### config.mk
export PLATFORM = sky130hd
export DESIGN_NAME = capture_ctrl
export DESIGN_NICKNAME = d
export VERILOG_FILES = /design/src/rtl/capture_ctrl.sv
export SDC_FILE = /design/constraint.sdc
export NUM_CORES = 1
export LEC_CHECK = 0
export ABC_AREA = 1
export BUFFER_PORTS_ARGS = -buffer_cell sky130_fd_sc_hd__buf_4
export CORE_ASPECT_RATIO = 0.6
export CORE_MARGIN = 8
export CORE_UTILIZATION = 25
export CTS_CLUSTER_SIZE = 40
export DETAILED_ROUTE_END_ITERATION = 12
export GPL_TIMING_DRIVEN = 0
export PLACE_DENSITY = 0.44
export SETUP_SLACK_MARGIN = 0.02
export SLEW_MARGIN = 15
export SYNTH_ARGS = -nofsm -noshare
export SYNTH_HDL_FRONTEND = slang
export SYNTH_SLANG_ARGS = --single-unit
export TNS_END_PERCENT = 1
### constraint.sdc
create_clock -name clk -period 1.5 [get_ports clk]
set_input_delay 0.15 -clock clk [delete_from_list [all_inputs] [get_ports clk]]
set_output_delay 0.15 -clock clk [all_outputs]
set_load 0.1 [all_outputs]
### src/rtl/capture_ctrl.sv
// Capture sequencer for the logic-analyzer sample buffer: clears and fills the
// circular buffer, waits for the buffer to be primed, records post-trigger
// samples, then streams the whole buffer out oldest-first over valid/ready.
module capture_ctrl #(
    parameter int DATA_WIDTH  = 8,
    parameter int ADDR_WIDTH  = 4,
    parameter int MEMORY_SIZE = 16
) (
    input  logic                  clk,
    input  logic                  reset,
    input  logic                  arm,
    input  logic                  abort,
    input  logic                  trigger,
    input  logic [ADDR_WIDTH-1:0] post_count,
    input  logic                  primed,
    input  logic [ADDR_WIDTH-1:0] waddr,
    input  logic [DATA_WIDTH-1:0] rdata,
    output logic                  buf_clear,
    output logic                  write_enable,
    output logic [ADDR_WIDTH-1:0] raddr,
    output logic [DATA_WIDTH-1:0] o_data,
    output logic                  o_valid,
    input  logic                  o_ready,
    output logic                  o_last,
    output logic [ADDR_WIDTH-1:0] trig_index,
    output logic                  busy,
    output logic                  done
);

    typedef enum logic [2:0] {
        IDLE    = 3'd0,
        CLEAR   = 3'd1,
        PRETRIG = 3'd2,
        ARMED   = 3'd3,
        POST    = 3'd4,
        READOUT = 3'd5,
        DONE    = 3'd6
    } state_t;

    localparam logic [ADDR_WIDTH-1:0] LAST_IDX = ADDR_WIDTH'(MEMORY_SIZE - 1);
    localparam logic [ADDR_WIDTH-1:0] ONE      = ADDR_WIDTH'(1);

    state_t                state_q, state_d;
    logic [ADDR_WIDTH-1:0] pc_q, pc_d;
    logic [ADDR_WIDTH-1:0] tcnt_q, tcnt_d;
    logic [ADDR_WIDTH-1:0] beat_q, beat_d;
    logic [ADDR_WIDTH-1:0] raddr_q, raddr_d;
    logic [ADDR_WIDTH-1:0] trig_q, trig_d;

    // State and datapath registers; reset takes priority over everything.
    always_ff @(posedge clk) begin
        if (reset) begin
            state_q <= IDLE;
            pc_q    <= '0;
            tcnt_q  <= '0;
            beat_q  <= '0;
            raddr_q <= '0;
            trig_q  <= '0;
        end else begin
            state_q <= state_d;
            pc_q    <= pc_d;
            tcnt_q  <= tcnt_d;
            beat_q  <= beat_d;
            raddr_q <= raddr_d;
            trig_q  <= trig_d;
        end
    end

    // Next-state and datapath update; abort overrides every other transition.
    always_comb begin
        state_d = state_q;
        pc_d    = pc_q;
        tcnt_d  = tcnt_q;
        beat_d  = beat_q;
        raddr_d = raddr_q;
        trig_d  = trig_q;
        if (abort) begin
            state_d = IDLE;
            pc_d    = '0;
            tcnt_d  = '0;
            beat_d  = '0;
            raddr_d = '0;
            trig_d  = '0;
        end else begin
            case (state_q)
                IDLE, DONE: begin
                    if (arm) begin
                        state_d = CLEAR;
                        pc_d    = '0;
                        tcnt_d  = '0;
                        beat_d  = '0;
                        raddr_d = '0;
                        trig_d  = '0;
                    end
                end
                CLEAR: state_d = PRETRIG;
                PRETRIG: begin
                    if (primed) state_d = ARMED;
                end
                ARMED: begin
                    if (trigger) begin
                        pc_d   = post_count;
                        tcnt_d = post_count;
                        if (post_count != '0) begin
                            state_d = POST;
                        end else begin
                            // waddr still addresses the sample written on this
                            // edge; the oldest sample sits one location past it.
                            state_d = READOUT;
                            raddr_d = waddr + ONE;
                            beat_d  = '0;
                            trig_d  = LAST_IDX - post_count;
                        end
                    end
                end
                POST: begin
                    tcnt_d = tcnt_q - ONE;
                    if (tcnt_q == ONE) begin
                        state_d = READOUT;
                        raddr_d = waddr + ONE;
                        beat_d  = '0;
                        trig_d  = LAST_IDX - pc_q;
                    end
                end
                READOUT: begin
                    if (o_ready) begin
                        raddr_d = raddr_q + ONE;
                        beat_d  = beat_q + ONE;
                        if (beat_q == LAST_IDX) state_d = DONE;
                    end
                end
                default: state_d = IDLE;
            endcase
        end
    end

    assign buf_clear    = (state_q == CLEAR);
    assign write_enable = (state_q == PRETRIG) || (state_q == ARMED) || (state_q == POST);
    assign o_valid      = (state_q == READOUT);
    assign o_last       = (state_q == READOUT) && (beat_q == LAST_IDX);
    assign o_data       = o_valid ? rdata : '0;
    assign raddr        = raddr_q;
    assign trig_index   = trig_q;
    assign busy         = (state_q != IDLE) && (state_q != DONE);
    assign done         = (state_q == DONE);

endmodule

Word-level counts from Yosys, hierarchy flattened

Cells that the tools add are included.

Bits of input ports: 23
Register bits after elaboration: 23
Output and inout port bits: 22

Add/sub/neg operators: 6
Reduce and logical (&&, ||, !) cells: 17
Equal/unequal tests: 16
Multiplexer cells: 27

Operator list:

| kind                                                                     | count |
|---|---|
| 4-bit 2-to-1 mux                                                         | 13 |
| 4-bit one-hot mux with 4 select lines                                    | 2 |
| 4-bit one-hot mux with 3 select lines                                    | 2 |
| 3-bit 2-to-1 mux                                                         | 6 |
| 3-bit one-hot mux with 6 select lines                                    | 1 |
| 4-bit by 1-bit adder with 4-bit output (second input constant)           | 3 |
| 6-bit AND reduction                                                      | 2 |
| 2-bit inequality test (second input constant)                            | 5 |
| 3-bit equality test (second input constant)                              | 3 |
| 8-bit 2-to-1 mux                                                         | 1 |
| 4-bit one-hot mux with 2 select lines                                    | 1 |
| 4-bit nonzero test                                                       | 2 |
| 4-bit subtractor (first input constant)                                  | 2 |
| 3-bit by 2-bit equality test with 1-bit output (second input constant)   | 2 |
| 3-bit AND reduction                                                      | 2 |
| 3-bit nonzero test                                                       | 2 |
| 5-bit AND reduction                                                      | 1 |
| 4-bit by 1-bit equality test with 1-bit output (second input constant)   | 1 |
| 4-bit equality test (second input constant)                              | 1 |
| 2-bit by 1-bit inequality test with 1-bit output (second input constant) | 2 |
| 2-bit OR reduction                                                       | 2 |
| 4-bit by 1-bit subtractor with 4-bit output (second input constant)      | 1 |
| 3-bit by 1-bit equality test with 1-bit output (second input constant)   | 1 |
| 3-bit logical NOT                                                        | 1 |
| 5 further kinds                                                          | 7 |

Logic depth before layout (Yosys ltp)

Gate-level depths: netlist (run 1).

Depth in word-level cells: 4
Mapped depth: 11
Mapped depth without buffers: 11

Worst setup path before layout (run 1)

OpenSTA, ideal clock, no wires.

Path type: reg2out
Start: register state_q[0]
End: output o_data[0]
Stages on the path, launching flop included: 5
Path slack: -0.728 ns
Arrival: 2.078 ns
Cells stage by stage: dfxtp_1 -> buf_4 -> nand3_4 -> clkbuf_1 -> nor2_1

Word-level cells in the longest chain between the ends: 2

RTL lines:

| element                | RTL line | source |
|---|---|---|
| from (decl)            | 43       | `state_t state_q, state_d;` |
| from (signal assigned) | 60       | `state_q <= state_d;` |
| 3-bit equality test    | 139      | `assign o_valid = (state_q == READOUT);` |
| 8-bit 2-to-1 mux       | 141      | `assign o_data = o_valid ? rdata : '0;` |
| to (decl)              | 21       | `output logic [DATA_WIDTH-1:0] o_data,` |

No other way between the ends.

Worst setup path after layout (run 1)

Start: register state_q[0]
End: output o_data[3]

The elaborated chain is that of the path after synthesis.

==> results of run 1 <==
-- cells by family after synthesis --
family | count (synthesis)
adders and majority gates | 4
xor gates and xnor gates | 1
AOI/OAI and AO/OA | 41
DFF | 23
and+or+nand+nor | 117
buffers and inverters | 40
-- power groups by stage --
stage	clock network, mW	logic [mW]	registers [mW]
2_1_floorplan	0	0.558	0.793
3_3_place_gp	0	0.883	0.688
3_5_place_dp	0	0.878	0.688
4_1_cts	0.422	0.973	0.679
5_1_grt	0.458	1.13	0.687
6_report	0.418	1.04	0.681
-- synth_stat cells, types with 2 or more instances --
cell type / instances
nand3_2: 2
nand3_1: 16
nand2_4: 2
o22ai_1: 5
inv_2: 7
nand2_2: 4
nor2_1: 37
ha_1: 4
a21oi_1: 15
o21ai_0: 13
inv_1: 26
or2_2: 2
nor2_4: 2
dfxtp_1: 23
clkbuf_1: 3
a31oi_1: 2
nand4_1: 7
nand2_1: 42
-- routing by layer --
| metal | GRT usage (%) | routed length [um] | part of all wire [%] | up-vias |
|---|---|---|---|---|
| li1 | - | - | - | 865 |
| met1 | 16.3 | 2410 | 48 | 746 |
| met2 | 17.0 | 2260 | 45 | 31 |
| met3 | 3.64 | 319 | 6.4 | 4 |
| met4 | 1.88 | 33 | 0.66 | 0 |
| met5 | 0 | 0 | 0 | - |
-- through the flow --
step | TNS (ns) | total power [mW] | util, % | hold WS [ns]
6_report | -1.00 | 2.14 | 42.9 | 0.161
5_1_grt | -3.38 | 2.27 | 42.9 | 0.177
4_1_cts | -0.798 | 2.07 | 41.3 | 0.166
3_5_place_dp | -3.31 | 1.57 | 35.4 | 0.457
3_3_place_gp | -3.95 | 1.57 | 35.4 | 0.437
2_1_floorplan | -0.678 | 1.35 | - | 0.309
-- area by class of cell --
class / count / area [um^2]
Inverter: 34 / 139
Buffer: 6 / 70.1
Timing Repair Buffer: 59 / 594
Fill cell: 595 / 3220
Sequential cell: 23 / 473
Clock inverter: 1 / 5.00
Clock buffer: 3 / 41.3
Tap cell: 80 / 100
Multi-Input combinational cell: 163 / 1000
-- path summary, 6_finish.rpt --
check	start	end	slack (ns)	depth (start not counted)
worst min-delay path	reset	tcnt_q[3]$_SDFFE_PP0P_	0.16	4
worst max register to register	state_q[0]$_SDFFE_PP0P_	raddr[2]$_SDFFE_PP0P_	-0.07	9
worst min register to register	pc_q[2]$_SDFFE_PP0P_	pc_q[2]$_SDFFE_PP0P_	0.47	2
worst max-delay path	state_q[0]$_SDFFE_PP0P_	o_data[3]	-0.12	5
-- cells in the final DEF (no fill, tap or decap), drive strengths merged, types with 2 or more instances in the layout --
master and n:
o22ai 5, clkbuf 6, or2 2, ha 4, o21ai 15, dfxtp 23, nand4 7, a31oi 2
inv 33, clkinv 2, buf 62, nand2 48, nor2 40, nand3 19, a21oi 15
-- flip-flops by register name, indices dropped and copies added (netlist names) --
name	flops
tcnt_q	4
beat_q	4
raddr	4
state_q	3
pc_q	4
trig_index	4
-- what timing repair did --
action / in CTS / in global routing
resized for setup: 54 / 24
setup endpoints to repair: 36 / 36
cloned: 1 / 0
buffers inserted: 10 / 4
pin swaps: 5 / 6
-- tightest hold or removal path: stages --
cell	delay (ns)
buf_4	0.08
nor2_1	0.05
o21ai_0	0.07
a31oi_1	0.04
==> impl_metrics.toml, run 1 <==
[placed_design]
dp_cells = 350
hpwl_um = 3630
dpl_cell_area_mm2 = 0.00200
port-buffer-count = 44
place.gp.congestion = 0.748
pre_cts_slack_ns = -0.296

[synthesis]
synth_area_per_cell_um2 = 6.57
synth.area.mux_share_pct = 0
synth_ff_type = "dfxtp_1"
synth_top_area_share_pct = 31.0
yosys.area_share.simple_pct = 38.2
synth-compound-area-share_pct = 15.8
yosysWarningCount = 0
synthAdderAreaFrac_pct = 3.37
synth_area_leaders = "dfxtp_1 31%, nand2_1 11%, nor2_1 9.4%"
synth_top_area_cell = "dfxtp_1"
syn_nets = 253
synth_seq_cells = 23
synth_top_family_by_area = "simple AND/OR/NAND/NOR gates"
synth_edf_count = 0
synthCells = 226
seq_area_frac_synth_pct = 31.0
async_flop_share_pct = 0
syn_area_mm2 = 0.00149
synth_xor_area_share_pct = 0.590
synth.distinct_cells = 32

[sta]
setup_slack_ns = -0.119
hold_viol = 0
skew_ns = 0.0113
max_freq_mhz = 618
setup_viol = 17
worst_pin_slew_ns = 0.584
fin_crit_sh_pct = 108
slew_headroom_pct = 61.1
rsz0062_at_grt = "true"
drv_slew = 0
finalCriticalPeriod_ns = 1.62

[power]
p_per_area_mw_per_mm2 = 883
vdd_drop_max_mv = 0.346
power_switching_uw = 959
pwr-share-comb_pct = 48.6
pwr-share-seq_pct = 31.8
clock_power_share_pct = 19.5
leakage_nw = 1.06
sw_frac_of_total_pct = 44.8
intPower_mw = 1.18

[global_route]
grt_use_total_pct = 11.6
antenna_found_initial = 0
grt_pass1_wl_um = 7870
grt-ovfl-total = 0
grt_pass1_vias = 1579
grt_start_max_net_pins = 14

[clocking]
cts_root_buf = "clkbuf_8"
clk_pin_slew_ns = 0.10
numClockSinks = 23
clock_path_buffers = 2
cts_tree = "built"
clkLatencyLatePin_ns = 0.28
hold_buffers = 0
cts_buffers = 3
htree_levels = 1

[critical_path]
cpMaxStageDelayCell = "dfxtp_2"
cpPeakStageDelay_ns = 0.37
endpoint_kind = "output port"
arrival_ns = 1.47
path_class = "register to output port"
required_ns = 1.35
path_cells = "buf_6, nand3_4, clkbuf_16, nor2_4, buf_12"
path_buf_inv = 3
crit_fanout = 8
crit_family = "buffers and inverters"
cp-start-kind = "register"

[floorplanning]
die_area_mm2 = 0.00874
initial_utilization_pct = 26.3
die_h_um = 75.7
num_rows = 21
die_w_um = 116
ios = 45
coreArea_mm2 = 0.00565

[route]
vias = 1646
drt_iter0_markers = 92
route.detailed.drc = 0
first_pass_iters = 4
avgViaCountPerCell = 4.46
wire_per_inst_um = 13.6
wirelength_um = 5020
antenna_left = 0

[worst_hold_path]
hold_path_class = "input port to register"

[outcome]
status = "finished with violations"
violations = "setup timing"

[layout]
area_delta_synth_final_pct = 63.3
nets = 317
fin_cells = 369
design_area_mm2 = 0.00242
drive_gt1_share_pct = 42.9
num_antenna_cells = 0

[job]
max_cap_viol_count = 0
Power figures use the tool's default switching activity.
==> run 2, diff against run 1 <==
--- a/config.mk
+++ b/config.mk
@@ -19,4 +19,4 @@
 export SYNTH_ARGS = -nofsm -noshare
 export SYNTH_HDL_FRONTEND = slang
 export SYNTH_SLANG_ARGS = --single-unit
-export TNS_END_PERCENT = 1
+export TNS_END_PERCENT = 10
==> constraint.sdc (replaced) <==
create_clock -name clk -period 1.5 [get_ports clk]
set_input_delay 0.075 -clock clk [delete_from_list [all_inputs] [get_ports clk]]
set_output_delay 0.075 -clock clk [all_outputs]
set_load 0.1 [all_outputs]
==> run 2 against run 1 <==
- the run still ends with setup timing left
- combinational power grew 4%
- sequential share of layout area shrank 0.20 points
- sequential cell count is the same
- via count grew 1.8%
- cell area grew 0.52%
- worst setup slack gained 0.098 ns
- wire length shrank 0.40%
- clock skew shrank 0.0094 ns
- register-to-register slack gained 0.05 ns
- fmax grew 6.4%
- first-iteration DRC count shrank 18%
- total power is essentially flat
- critical path type is now register to register
- critical endpoint is now raddr[3]$_SDFFE_PP0P_
- highest routed layer unchanged
==> impl_metrics.toml, run 2 (synthesis gave the netlist of run 1 again) <==
[route]
wire_per_inst_um = 13.4
vias = 1675
avgViaCountPerCell = 4.50
first_pass_iters = 4
drt_iter0_markers = 75
antenna_left = 0
wirelength_um = 5000
route.detailed.drc = 0

[critical_path]
r2r_cells = 10
endpoint_kind = "register"
reg2reg_from = "state_q[2]$_SDFFE_PP0P_"
cp-start-kind = "register"
required_ns = 1.64
crit_fanout = 9
path_cells = "buf_4, nor2_4, buf_4, nand2_1, nand2_2, clkinv_4, nand3_1, nor2_1, nor2_1, nor2_1"
r2r-end = "raddr[3]$_SDFFE_PP0P_"
critPathMostFrequentCell = "nor2_1"
cpMaxStageDelayCell = "dfxtp_4"
arrival_ns = 1.66
r2r_slack_ns = -0.02
cpPeakStageDelay_ns = 0.37
path_class = "register to register"

[power]
leakage_nw = 1.07
p_total_mw = 2.14
p_per_area_mw_per_mm2 = 877
vdd_drop_max_mv = 0.452

[worst_hold_path]
hold_path_class = "input port to register"
hold_path_end = "tcnt_q[3]$_SDFFE_PP0P_"
worstHoldStart = "reset"
whs_path_depth = 4

[placed_design]
hpwl_um = 3710
dp_cells = 350
port-buffer-count = 44
pre_cts_slack_ns = -0.273
dpl_cell_area_mm2 = 0.00195
place.gp.congestion = 0.754

[global_route]
antenna_found_initial = 0
grt_pass1_wl_um = 8000
grt_use_total_pct = 11.7
grt_pass1_vias = 1550
grt-ovfl-total = 0
grt_start_max_net_pins = 14

[sta]
hold_viol = 0
worst_pin_slew_ns = 0.505
whs_ns = 0.107
fin_setup_tns_ns = -0.0766
max_freq_mhz = 657
drv_slew = 0
skew_ns = 0.00192
setup_viol = 7
slew_headroom_pct = 66.3
finalCriticalPeriod_ns = 1.52
setup_slack_ns = -0.0215
fin_crit_sh_pct = 101
rsz0062_at_grt = "true"

[clocking]
clkLatencyLatePin_ns = 0.26
numClockSinks = 23
cts_root_buf = "clkbuf_8"
clk_pin_slew_ns = 0.08
clock_path_buffers = 2
htree_levels = 1
cts_buffers = 3
cts_tree = "built"

[job]
max_cap_viol_count = 0

[layout]
fin_cells = 372
final_cell_mix = "49 x buf_4, 33 x nand2_1, 26 x nor2_1"
fin_util_pct = 43.1
drive_gt1_share_pct = 42.5
design_area_mm2 = 0.00244
num_antenna_cells = 0
nets = 320
area_delta_synth_final_pct = 64.1
layout_commonest_cell = "buf_4"
final.fill_count = 612

[floorplanning]
die_area_mm2 = 0.00874
die_w_um = 116
initial_utilization_pct = 26.3
die_h_um = 75.7
coreArea_mm2 = 0.00565
ios = 45
num_rows = 21

[outcome]
violations = "setup timing"
status = "finished with violations"
-- run 2: cell types whose count changed in the layout (fill, tap and decap cells not counted), sizes merged --
cell,previous run,this run
inv,33,32
clkinv,2,3
nand3,19,20
buf,62,64
-- run 2: worst max-delay path: cells and delay by family, from the launching register on --
family        cells  cell delay (ns)
simple gates      7             0.63
flops             1             0.37
buf+inv           3             0.40
-- run 2: layout make-up --
type | count | area [um^2] | share of cell area, %
clock buffer | 3 | 41.3 | 1.69
timing repair buffer | 61 | 607 | 24.9
sequential | 23 | 470 | 19.3
inverter | 34 | 139 | 5.70
multi-input combinational | 164 | 1010 | 41.5
tap | 80 | 100 | 4.11
buffer | 6 | 62.6 | 2.57
clock inverter | 1 | 5.00 | 0.205
-- run 2: worst max-delay path by stage --
| stage | start | to | slack, ns | depth (start not counted) |
|---|---|---|---|---|
| floorplan | raddr[0]$_SDFFE_PP0P_ | raddr[2]$_SDFFE_PP0P_ | -0.37 | 7 |
| global placement | state_q[1]$_SDFFE_PP0P_ | trig_index[2]$_SDFFE_PP0P_ | -0.29 | 9 |
| detailed placement | state_q[1]$_SDFFE_PP0P_ | trig_index[0]$_SDFFE_PP0P_ | -0.27 | 9 |
| CTS | state_q[0]$_SDFFE_PP0P_ | raddr[2]$_SDFFE_PP0P_ | -0.02 | 11 |
| global route | state_q[0]$_SDFFE_PP0P_ | state_q[2]$_SDFFE_PP0P_ | -0.12 | 11 |
| finish | state_q[2]$_SDFFE_PP0P_ | raddr[3]$_SDFFE_PP0P_ | -0.02 | 10 |
-- run 2: repair_timing --
action                                  in CTS  in global routing
endpoints found under the setup margin      35                 34
buffers inserted                            14                  2
hold buffers                                 0                  0
resized for setup                           61                 26
gates cloned                                 2                  0
pin swaps                                    8                  9
-- run 2: layer usage --
layer,vias to the layer above,wire length (um),track usage [%]
met5,-,0,0
met4,0,14,1.30
met3,2,295,3.24
met2,40,2000,15.8
met1,768,2690,17.8
li1,865,-,-
-- run 2: report_power, final --
group / switching [mW] / internal (mW)
clock: 0.194 / 0.185
sequential: 0.0345 / 0.647
combinational: 0.704 / 0.373
total: 0.933 / 1.21
